`config.mk`:
```
export PLATFORM = sky130hd
export DESIGN_NAME = writeback_unit
export DESIGN_NICKNAME = d
export VERILOG_FILES = /design/src/rtl/writeback_unit.sv
export SDC_FILE = /design/constraint.sdc
export NUM_CORES = 1
export LEC_CHECK = 0
export ABC_AREA = 1
export BUFFER_PORTS_ARGS = -buffer_cell sky130_fd_sc_hd__buf_2
export CAP_MARGIN = 20
export CORE_MARGIN = 4
export CORE_UTILIZATION = 44
export CTS_CLUSTER_DIAMETER = 200
export DETAILED_ROUTE_END_ITERATION = 10
export PLACE_DENSITY = 0.74
export REMOVE_ABC_BUFFERS = 1
export SYNTH_ARGS = -nofsm -noshare
export SYNTH_HDL_FRONTEND = slang
export SYNTH_SLANG_ARGS = --single-unit
```
`constraint.sdc`:
```
create_clock -name clk -period 1.9 [get_ports clk]
set_input_delay 0.57 -clock clk [delete_from_list [all_inputs] [get_ports clk]]
set_output_delay 0.57 -clock clk [all_outputs]
set_load 0.02 [all_outputs]
```
`src/rtl/writeback_unit.sv`:
```
// Writeback stage: picks the value retired into rd and sequences loads over a
// valid/ready data-memory read port, stalling the core while a load is in flight.
module writeback_unit #(
  parameter logic [1:0] LOAD_SEL = 2'b01,
  parameter logic [1:0] PC4_SEL  = 2'b10
) (
  input  logic        clk,
  input  logic        rst,
  input  logic        ex_valid_i,
  input  logic        ex_reg_wen_i,
  input  logic [4:0]  ex_rd_id_i,
  input  logic [1:0]  ex_wb_sel_i,
  input  logic [31:0] ex_alu_result_i,
  input  logic [31:0] ex_pc_plus4_i,
  input  logic [2:0]  ex_load_funct3_i,
  output logic        mem_req_o,
  output logic [31:0] mem_addr_o,
  input  logic        mem_ready_i,
  input  logic        mem_rvalid_i,
  input  logic [31:0] mem_rdata_i,
  output logic        stall_o,
  output logic        w_en_o,
  output logic [4:0]  rd_id_o,
  output logic [31:0] rd_write_data_o,
  output logic        load_misaligned_o
);

  typedef enum logic [1:0] {IDLE, REQ, WAIT, WB} state_e;

  state_e      state_q, state_d;
  logic [31:0] addr_q, addr_d;
  logic [2:0]  funct3_q, funct3_d;
  logic [4:0]  rd_q, rd_d;
  logic        wen_q, wen_d;
  logic [31:0] data_q, data_d;

  // Unlisted funct3 encodings behave as LW, so they need full word alignment.
  function automatic logic is_misaligned(input logic [1:0] lo, input logic [2:0] f3);
    case (f3)
      3'b000, 3'b100: is_misaligned = 1'b0;
      3'b001, 3'b101: is_misaligned = lo[0];
      default:        is_misaligned = |lo;
    endcase
  endfunction

  function automatic logic [31:0] extend(input logic [31:0] w, input logic [1:0] lo,
                                         input logic [2:0] f3);
    logic [7:0]  b;
    logic [15:0] h;
    b = w[8*lo +: 8];
    h = w[16*lo[1] +: 16];
    case (f3)
      3'b000:  extend = {{24{b[7]}}, b};
      3'b001:  extend = {{16{h[15]}}, h};
      3'b100:  extend = {24'b0, b};
      3'b101:  extend = {16'b0, h};
      default: extend = w;
    endcase
  endfunction

  always_comb begin
    // NOTE: every signal gets a default first so no path through the case can infer a latch.
    state_d           = state_q;
    addr_d            = addr_q;
    funct3_d          = funct3_q;
    rd_d              = rd_q;
    wen_d             = wen_q;
    data_d            = data_q;
    mem_req_o         = 1'b0;
    mem_addr_o        = 32'b0;
    stall_o           = 1'b0;
    w_en_o            = 1'b0;
    rd_id_o           = 5'b0;
    rd_write_data_o   = 32'b0;
    load_misaligned_o = 1'b0;

    case (state_q)
      IDLE: begin
        if (ex_valid_i) begin
          if (ex_wb_sel_i != LOAD_SEL) begin
            w_en_o          = ex_reg_wen_i;
            rd_id_o         = ex_rd_id_i;
            rd_write_data_o = (ex_wb_sel_i == PC4_SEL) ? ex_pc_plus4_i : ex_alu_result_i;
          end else if (is_misaligned(ex_alu_result_i[1:0], ex_load_funct3_i)) begin
            load_misaligned_o = 1'b1;
          end else begin
            addr_d     = ex_alu_result_i;
            funct3_d   = ex_load_funct3_i;
            rd_d       = ex_rd_id_i;
            wen_d      = ex_reg_wen_i;
            mem_req_o  = 1'b1;
            mem_addr_o = {ex_alu_result_i[31:2], 2'b00};
            stall_o    = 1'b1;
            state_d    = mem_ready_i ? WAIT : REQ;
          end
        end
      end
      REQ: begin
        mem_req_o  = 1'b1;
        mem_addr_o = {addr_q[31:2], 2'b00};
        stall_o    = 1'b1;
        if (mem_ready_i) state_d = WAIT;
      end
      WAIT: begin
        stall_o = 1'b1;
        if (mem_rvalid_i) begin
          data_d  = extend(mem_rdata_i, addr_q[1:0], funct3_q);
          state_d = WB;
        end
      end
      WB: begin
        w_en_o          = wen_q;
        rd_id_o         = rd_q;
        rd_write_data_o = data_q;
        state_d         = IDLE;
      end
      default: state_d = IDLE;
    endcase
  end

  // NOTE: state registers use non-blocking assignments so all flops update together at the edge.
  always_ff @(posedge clk) begin
    if (rst) begin
      state_q  <= IDLE;
      addr_q   <= 32'b0;
      funct3_q <= 3'b0;
      rd_q     <= 5'b0;
      wen_q    <= 1'b0;
      data_q   <= 32'b0;
    end else begin
      state_q  <= state_d;
      addr_q   <= addr_d;
      funct3_q <= funct3_d;
      rd_q     <= rd_d;
      wen_q    <= wen_d;
      data_q   <= data_d;
    end
  end

endmodule

```
After elaboration in Yosys (flattened, before gate mapping)
Index checks and enable logic that the tools add are counted.

operators by class
  eq/ne operators = 16
  shift-type cells = 2
  muxes and demuxes = 35
  bitwise gates (word level) = 2
  reduce and logical (&&, ||, !) cells = 10

operator list
  cell                                                              count
  32-bit 2-to-1 mux                                                 6
  32-bit one-hot mux with 2 select lines                            2
  32-bit one-hot mux with 4 select lines                            1
  32-bit by 6-bit variable part select with 16-bit output           1
  32-bit by 6-bit variable part select with 8-bit output            1
  3-bit == test (second input constant)                             4
  1-bit 2-to-1 mux                                                  12
  2-bit 2-to-1 mux                                                  6
  5-bit 2-to-1 mux                                                  2
  2-bit != test (second input constant)                             5
  5-bit one-hot mux with 2 select lines                             1
  1-bit one-hot mux with 2 select lines                             4
  2-bit one-hot mux with 4 select lines                             1
  2-bit OR reduction                                                4
  2-bit == test (second input constant)                             3
  3-bit by 1-bit == test with 1-bit output (second input constant)  2
  3-bit logical NOT                                                 2
  5-bit AND reduction                                               1
  4-bit AND reduction                                               1
  2-bit by 1-bit == test with 1-bit output (second input constant)  1
  2-bit logical NOT                                                 1
  2-bit by 1-bit != test with 1-bit output (second input constant)  1
  1-bit NOT                                                         2
  2-bit AND reduction                                               1

word-level totals
  bits in registers = 75
  logic and storage cells = 71

Depth between registers and ports, before layout
  word-level depth = 10
  mapped depth = 10
  mapped depth without buffers = 9

Worst setup path before layout
No wires, ideal clock.

  path type = input-to-output
  start point = input port ex_wb_sel_i[1]
  end point = output port rd_write_data_o[10]
  arrival time = 1.585 ns
  setup slack = -0.255 ns
  stages on the path = 7
  buffers on the path = 1
  path through = inv_1 nand2_1 nand3_1 clkbuf_1 nor2_1 o21ai_0 a21oi_1

on the way
  cells in the longest elaborated chain, start to end = 5
  elaborated cells on any way between the ends = 6
  those cells by class = eq/ne (2); mux (4)

ends and longest elaborated chain
  item                                      line  text
  from (decl)                               12    input logic [1:0] ex_wb_sel_i,
  2-bit == test                             83    rd_write_data_o = (ex_wb_sel_i == PC4_SEL) ? ex_pc_plus4_i : ex_alu_result_i;
  32-bit 2-to-1 mux                         83
  32-bit 2-to-1 mux *                       80    if (ex_wb_sel_i != LOAD_SEL) begin
  32-bit 2-to-1 mux *                       79    if (ex_valid_i) begin
  32-bit one-hot mux with 2 select lines *  77    case (state_q)
  to (decl)                                 24    output logic [31:0] rd_write_data_o,

Mark *: on every way between the ends. The rest lies on a longest branch, timed or not.

Worst setup path after layout
  start point = register state_q[1]
  end point = output port rd_write_data_o[17]

on the way
  cells in the longest elaborated chain, start to end = 2
  elaborated cells on any way between the ends = 3
  those cells by class = eq/ne (1); mux (1); reduce/logical (1)

ends and longest elaborated chain
  item                                                line  text
  from (decl)                                         30    state_e state_q, state_d;
  from (signal assigned)                              131   state_q <= state_d;
  2-bit == test or 2-bit logical NOT (tied branches)  77
  32-bit one-hot mux with 2 select lines *            77

Marks and branches as above.

==> flow_summary.toml <==
[critical_path]
critPathMaxStageDelay_ns = 0.33
cp_max_fo = 5
worstPathArrival_ns = 1.84
setup.worst_path.end_class = "output pin"
crit_chain = "inv_2 -> ha_4 -> nand3_4 -> buf_8 -> nor2_2 -> o21ai_1 -> a21oi_1 -> buf_4"
crit_slowest_cell = "dfxtp_2"
start_kind = "register"
crit_required_ns = 1.33
worstSetupPathType = "register to output pin"

[global_route]
grtUsageMet1_pct = 31.8
gr-usage-all-layers_pct = 24.7
grt_overflow = 0
grt_start_max_net_pins = 63
antenna_found_initial = 1
grt_pass1_wl_mm = 25.5
busiest_layer = "met2"
grt_util_met3_pct = 5.32
grt_util_met2_pct = 40.7
grt_pass1_vias = 5495

[logic_synthesis]
postSynthCellCount = 798
synth_edf_count = 0
synth_top_area_share_pct = 32.5
synth-seq-cells = 75
synthDistinctLibCells = 26
yosysMostFrequentCell = "nand2_1"
synth_ff_type = "dfxtp_1"
yosys_warnings = 0
syn_avg_cell_area_um2 = 5.78
async_reset_ff_share_pct = 0
synth.cell_area_um2 = 4620
yosysSeqAreaShare_pct = 32.5
synth_common_cells = "nand2_1 (262), nor2_1 (122), a21oi_1 (97)"
synth_top_cell_by_area = "dfxtp_1"
synth_area_leaders = "dfxtp_1 (33%), nand2_1 (21%), a21oi_1 (11%)"

[timing]
post-route-period-util_pct = 127
hold_slack_ns = 0.468
hold_violations = 0
slew_viol_final = 0
fin_crit_ns = 2.41
fmax_mhz = 414
finalClockSkew_ns = 0.0123
setup_ws_ns = -0.514
setup_viol = 71
grt_setup_unrepaired = "yes"

[drt]
ant_nets = 0
routed_wl_mm = 17.1
drc_errors = 0
first_pass_iters = 5
drt_iter0_markers = 457
avgRoutedWirePerCell_um = 14.7
vias = 5906
via_per_inst = 5.08

[finish]
area_delta_synth_final_pct = 52.7
nNetsFinal = 1139
seq_area_um2 = 1500
final_area_um2 = 7050
final_cells = 1163
num_antenna_cells = 0
final_layout_size_suffix_gt1_share_pct = 33.1
num-fill-cells = 973
multiInputGateArea_um2 = 2840

[cts]
numClockSinks = 75
clock_path_buffers = 2
h-tree-depth = 3
ctsRootBufferMaster = "clkbuf_8"
cts_inserted_buffers = 9
cts.clk_slew.worst_paths_ns = 0.09
tritoncts = "yes"
clkLatencyLatePin_ns = 0.35

[place]
placed_area_um2 = 6090
pre_cts_ws_ns = -0.332
port_buffers = 182
gp_congestion = 0.868
hpwl_mm = 11.1
place_inst = 1134

[floorplan]
rows = 37
core-area_um2 = 10300
initial_core_util_pct = 44.9
die_h_um = 110
io-pin-count = 185
die_area_um2 = 12200
die_w_um = 110

[power_and_ir_drop]
ir_drop_mv = 0.846
p_leak_uw = 0.00345
powerDensity_nw_per_um2 = 994

[outcome]
violations = "negative setup slack"
outcome = "finished, violations left"

[run]
cap_violations = 0

[min_path]
hold_path_class = "register to register"
==> flip-flops by register name, summed over array words and instances (netlist names) <==
signal    cells
state_q       2
wen_q         1
addr_q       32
rd_q          5
data_q       32
funct3_q      3
==> per-layer routing <==
| layer | routed length (um) | part of all wire [%] |
|---|---|---|
| met2 | 7940 | 47 |
| met4 | 459 | 2.7 |
| met5 | 12 | 0.070 |
| met1 | 7430 | 44 |
| met3 | 1220 | 7.1 |
==> final cells by class <==
type,instances,share of cell area (%)
clock buffers,10,1.95
clock inverters,6,0.923
inverters,61,3.50
multi-input cells,610,40.3
flip-flops and latches,75,21.3
well taps,136,2.41
repair buffers,265,29.6
==> power breakdown <==
part	leakage [uW]	internal, uW	total (uW)	switching (uW)
Clock	0.000102	643	1270	625
Sequential	0.000609	1770	1870	95.8
Combinational	0.00274	1600	3870	2280
==> critical path: cells and delay by family (launching register included) <==
family	cells	cell delay [ns]
adders and majority gates	1	0.17
buffers and inverters	3	0.47
AOI/OAI and AO/OA	2	0.27
DFF	1	0.33
and+or+nand+nor	2	0.27
==> metrics by stage <==
| step | TNS [ns] | utilization (%) | total power (uW) |
|---|---|---|---|
| after floorplan | -97.14 | - | 3630 |
| after global placement | -18.41 | 59.2 | 4870 |
| after detailed placement | -20.41 | 59.2 | 4910 |
| after CTS | -24.86 | 65.5 | 6690 |
| after global routing | -37.49 | 68.6 | 7420 |
| final | -30.45 | 68.6 | 7010 |
==> layout by cell type (no fill, tap or decap), drive strengths merged <==
cell type / netlist / routed
dfxtp: 75 / 75
clkinvlp: 0 / 1
ha: 5 / 5
nand4: 1 / 1
o21ai: 106 / 106
nor3: 2 / 2
conb: 1 / 2
o21a: 1 / 1
inv: 60 / 58
bufinv: 0 / 1
nand2: 265 / 265
a31oi: 2 / 2
clkbuf: 32 / 15
a21oi: 98 / 98
nand3: 4 / 4
buf: 21 / 260
o22ai: 2 / 2
clkinv: 1 / 7
nor2: 122 / 122
==> timing repair <==
action	in CTS	in global routing
hold buffers	0	0
pin swaps	2	16
buffers inserted	2	4
gates cloned	2	6
resized for setup	153	58
endpoints found under the setup margin	71	71
==> path summary, 6_finish.rpt <==
path | endpoint | slack [ns] | start | depth (start not counted)
max | rd_write_data_o[17] | -0.51 | state_q[1] | 8
min | addr_q[24] | 0.47 | addr_q[24] | 2
max reg2reg | rd_q[3] | 0.20 | state_q[1] | 11
min reg2reg | addr_q[24] | 0.47 | addr_q[24] | 2
==> cell families after synthesis <==
group | after synthesis | synth area share, %
AOI/OAI and AO/OA | 209 | 22.9
other | 1 | 0.0812
buffers and inverters | 114 | 10.4
adders and majority gates | 5 | 1.36
DFF | 75 | 32.5
and+or+nand+nor | 394 | 32.7
Note: power is estimated with default switching activity, not from simulation.
